### src/rtl/b_type.sv
// rtl/b_type.sv - RV32I conditional-branch resolution: compare, next PC, status flags, registered copy
module b_type (
    input  logic        clk,
    input  logic        rst_n,
    input  logic [31:0] instr,
    input  logic [31:0] iaddr,
    input  logic [31:0] imm,
    input  logic [31:0] rs1,
    input  logic [31:0] rs2,
    output logic [31:0] pc,
    output logic        taken,
    output logic        illegal,
    output logic        misaligned,
    output logic [31:0] pc_q,
    output logic        taken_q
);

    typedef enum logic [2:0] {
        F3_BEQ  = 3'b000,
        F3_BNE  = 3'b001,
        F3_BLT  = 3'b100,
        F3_BGE  = 3'b101,
        F3_BLTU = 3'b110,
        F3_BGEU = 3'b111
    } funct3_e;

    funct3_e     funct3;
    logic        eq;
    logic        lt_s;
    logic        lt_u;
    logic [31:0] target;
    logic [31:0] seq_pc;

    // Opcode and register fields are not decoded; the caller gates on opcode.
    logic        unused_instr_bits;
    assign unused_instr_bits = &{1'b0, instr[31:15], instr[11:0]};

    assign funct3 = funct3_e'(instr[14:12]);

    assign eq   = (rs1 == rs2);
    assign lt_s = ($signed(rs1) < $signed(rs2));
    assign lt_u = (rs1 < rs2);

    always_comb begin
        taken   = 1'b0;
        illegal = 1'b0;
        case (funct3)
            F3_BEQ:  taken = eq;
            F3_BNE:  taken = ~eq;
            F3_BLT:  taken = lt_s;
            F3_BGE:  taken = ~lt_s;
            F3_BLTU: taken = lt_u;
            F3_BGEU: taken = ~lt_u;
            default: illegal = 1'b1;
        endcase
    end

    // Both sums wrap modulo 2^32; imm bit 0 is passed through untouched.
    assign target = iaddr + imm;
    assign seq_pc = iaddr + 32'd4;
    assign pc     = taken ? target : seq_pc;

    assign misaligned = taken & (pc[1:0] != 2'b00);

    always_ff @(posedge clk or negedge rst_n) begin
        if (!rst_n) begin
            pc_q    <= 32'h0;
            taken_q <= 1'b0;
        end else begin
            pc_q    <= pc;
            taken_q <= taken;
        end
    end

endmodule

### config.mk
export PLATFORM = sky130hd
export DESIGN_NAME = b_type
export DESIGN_NICKNAME = d
export VERILOG_FILES = /design/src/rtl/b_type.sv
export SDC_FILE = /design/constraint.sdc
export NUM_CORES = 1
export LEC_CHECK = 0
export ABC_AREA = 1
export BUFFER_PORTS_ARGS = -buffer_cell sky130_fd_sc_hd__buf_2
export CAP_MARGIN = 20
export CELL_PAD_IN_SITES_DETAIL_PLACEMENT = 1
export CELL_PAD_IN_SITES_GLOBAL_PLACEMENT = 2
export CORE_MARGIN = 2
export CORE_UTILIZATION = 24
export CTS_CLUSTER_DIAMETER = 150
export DETAILED_ROUTE_END_ITERATION = 16
export GPL_ROUTABILITY_DRIVEN = 0
export PLACE_DENSITY_LB_ADDON = 0.12
export SYNTH_ARGS = -nofsm -noshare
export SYNTH_HDL_FRONTEND = slang
export SYNTH_SLANG_ARGS = --single-unit
### constraint.sdc
create_clock -name clk -period 3.7 [get_ports clk]
set_input_delay 0.925 -clock clk [delete_from_list [all_inputs] [get_ports clk]]
set_output_delay 0.925 -clock clk [all_outputs]
set_load 0.03 [all_outputs]
==> impl_metrics.csv <==
group,metric,value,unit
yosys,ys_seq_elements,33,
detailed_routing,drc,0,
hold_path,hp-class,"primary input to asynchronous set/reset pin",
power_and_ir_drop,ir_worst_vdd,0.160,mV
finish,antenna_cells,0,
clock_tree,cts_tree,"built",
setup_path,cp-start-kind,"primary input",
detailed_routing,wl_per_cell,16.0,um
yosys,ys_async_sr_fraction,100,%
yosys,synthesis.instances,768,
yosys,synth-edff-count,0,
clock_tree,cts.sinks,33,
global_routing,overflow,0,
floorplanning,dieArea,21500,um^2
run_status,violations,"negative setup slack",
clock_tree,clk_pin_slew,50,ps
global_routing,met2_usage,38.1,%
yosys,synthTopCellsByArea,"nand2_1 (17%), dfrtp_1 (17%), ha_1 (16%)",
clock_tree,cts_max_level,2,
power_and_ir_drop,power,2.70,mW
global_routing,grt_util_met3,1.59,%
setup_path,worstPathArrival,2970,ps
floorplanning,rows,52,
detailed_routing,route.vias.total,6425,
setup_path,setup.worst_path.class,"primary input to output pin",
floorplanning,io_pins,230,
global_routing,grt_max_degree,34,
detailed_routing,first_pass_iters,4,
sta,timing.final.crit_share,105,%
clock_tree,cts-buffers-inserted,5,
run_status,outcome,"finished with violations",
global_routing,grtUsageTotal,20.3,%
setup_path,worstSetupEndpointType,"output pin",
detailed_routing,routed_via_density,4.57,
setup_path,setup.worst_path.start,"rs1[31]",
finish,nets,1361,
sta,maxSlewHeadroom,49.7,%
detailed_routing,detail_route.iter0.violations,160,
yosys,netlist_area,4880,um^2
job,maxCapViolCount,0,
floorplanning,die_h,147,um
floorplanning,start_util,24.3,%
yosys,yosysTopAreaCell,"nand2_1",
clock_tree,root_buffer,"clkbuf_16",
detailed_routing,ant_nets,0,
global_routing,grt_pass1_vias,6768,
yosys,syn_nets,995,
place,post-dp-hpwl,18300,um
yosys,yosysUniqueCellTypes,33,
setup_path,crit_end,"pc[10]",
power_and_ir_drop,leakage,4.78,nW
finish,area_growth,88.0,%
clock_tree,cts_max_path_buffers,2,
place,port_buffers,200,
global_routing,grt_pass1_wl,34800,um
sta,maxSlewViolCount,0,
yosys,synth_warnings,0,
floorplanning,dieWidth,147,um
global_routing,grt.busiest_layer,"met2",
power_and_ir_drop,p_per_area,294,nW/um^2
yosys,synth_top_area_share,17.0,%
setup_path,critPathRequiredTime,2770,ps
setup_path,crit_fanout,7,
yosys,syn_avg_cell_area,6.36,um^2
place,dp_slack,-395,ps
sta,hold_violations,0,
finish,drive_above_1_share,48.9,%
global_routing,use_met1,25.4,%
sta,rsz0062_at_grt,"true",
yosys,synthFlopType,"dfrtp_1",
floorplanning,core,20100,um^2
sta,tightest_slew,754,ps
sta,fmax,257,MHz
global_routing,antenna_found_initial,0,
sta,final-setup-viol-count,34,
sta,setup_slack,-194,ps
detailed_routing,wirelength,22500,um
yosys,yosysSeqAreaShare,16.9,%
sta,period_needed,3890,ps
[placed cells by master (no fill, tap or decap), types with 5 or more instances in the layout]
master | Yosys | routed
a21oi_1 | 49 | 37
nand2_2 | 0 | 40
ha_1 | 64 | 36
nand3_1 | 42 | 35
nor2_1 | 67 | 59
nor2_4 | 1 | 6
inv_2 | 1 | 15
nand2_4 | 0 | 40
a21o_1 | 8 | 8
nor3_1 | 17 | 15
nand2_1 | 221 | 140
clkbuf_16 | 0 | 5
dfrtp_1 | 33 | 33
o21ai_0 | 16 | 10
ha_4 | 0 | 28
buf_2 | 9 | 143
o21ai_1 | 5 | 8
nand4_1 | 47 | 47
buf_12 | 0 | 9
buf_4 | 0 | 151
buf_8 | 0 | 5
buf_6 | 3 | 59
a21oi_2 | 0 | 12
xnor2_1 | 13 | 13
inv_1 | 104 | 86
xor2_1 | 39 | 37
nand3_2 | 2 | 7
[area by class of cell]
class | instances | area, um^2
tap | 270 | 338
clock buffer | 7 | 153
sequential | 33 | 826
inverter | 105 | 404
fill | 2498 | 10900
multi-input combinational | 618 | 4570
timing repair buffer | 371 | 2880
clock inverter | 1 | 5.00
[worst min-delay path by stage]
stage | slack, ps | to | depth (start not counted)
5_1_grt | 770 | pc_q[22] | 1
6_report | 710 | pc_q[22] | 1
3_5_place_dp | 1040 | pc_q[22] | 1
3_3_place_gp | 1030 | pc_q[22] | 1
2_1_floorplan | 630 | pc_q[0] | 0
4_1_cts | 740 | pc_q[22] | 1
[cell families after synthesis]
logic type / count (synthesis) / synth area share, %
XOR/XNOR: 52 / 9.33
AO/OA/AOI/OAI: 92 / 10.5
adder cells (fa/ha/maj): 65 / 16.8
flip-flops: 33 / 16.9
AND/OR/NAND/NOR: 409 / 36.8
buffers and inverters: 117 / 9.69
[worst max-delay path, stage by stage]
cell and delay, ps:
buf_6 100, ha_4 280, nand2_4 60, nor2_4 100, nand2_4 70, nor3_4 210, buf_6 140, nand2_8 60
nand3_2 60, nand2_2 60, nor2_4 160, nand3_4 120, buf_6 160, buf_12 140, nand2_1 80, nand2_2 90
buf_6 150
[synthesized netlist by cell type, drive strengths merged, types with 8 or more instances]
| cell | instances |
|---|---|
| o21ai | 21 |
| nand2 | 221 |
| dfrtp | 33 |
| xor2 | 39 |
| buf | 12 |
| a21o | 8 |
| a21oi | 49 |
| ha | 64 |
| nor2 | 69 |
| xnor2 | 13 |
| nand4 | 47 |
| nor3 | 18 |
| inv | 105 |
| nand3 | 45 |
[flip-flops by register name (all words and copies together) (netlist names)]
signal	flops
pc_q	32
taken_q	1
[layer usage]
metal	up-vias	share of wire (%)
li1	3275	-
met1	3003	44
met2	134	51
met3	13	3.5
met4	0	1.0
met5	-	0
[what timing repair did]
item                                    4_1_cts  5_1_grt
hold buffers                                  0        0
endpoints found under the setup margin       34       34
hold endpoints to repair                      0        0
pin swaps                                    43       52
gates resized for setup                     243      105
cloned                                        5        0
buffers inserted                             18        5
[metrics by stage]
| step | setup TNS (ps) | area (um^2) | util (%) | hold WS (ps) | std cells |
|---|---|---|---|---|---|
| 6_report | -4820 | 9180 | 45.6 | 711 | 1405 |
| 3_5_place_dp | -8840 | 7290 | 36.3 | 1040 | 1372 |
| 4_1_cts | -3620 | 8680 | 43.2 | 744 | 1401 |
| 3_3_place_gp | -7860 | 7290 | 36.3 | 1030 | 1372 |
| 2_1_floorplan | 0 | 4880 | - | 629 | 768 |
| 5_1_grt | -8790 | 9180 | 45.6 | 773 | 1405 |
[report_power, final]
group          switching, mW  internal (mW)  total, mW
Sequential            0.0134          0.425      0.439
Clock                  0.155          0.285      0.440
Combinational           1.04          0.785       1.82
Power figures use the tool's default switching activity.
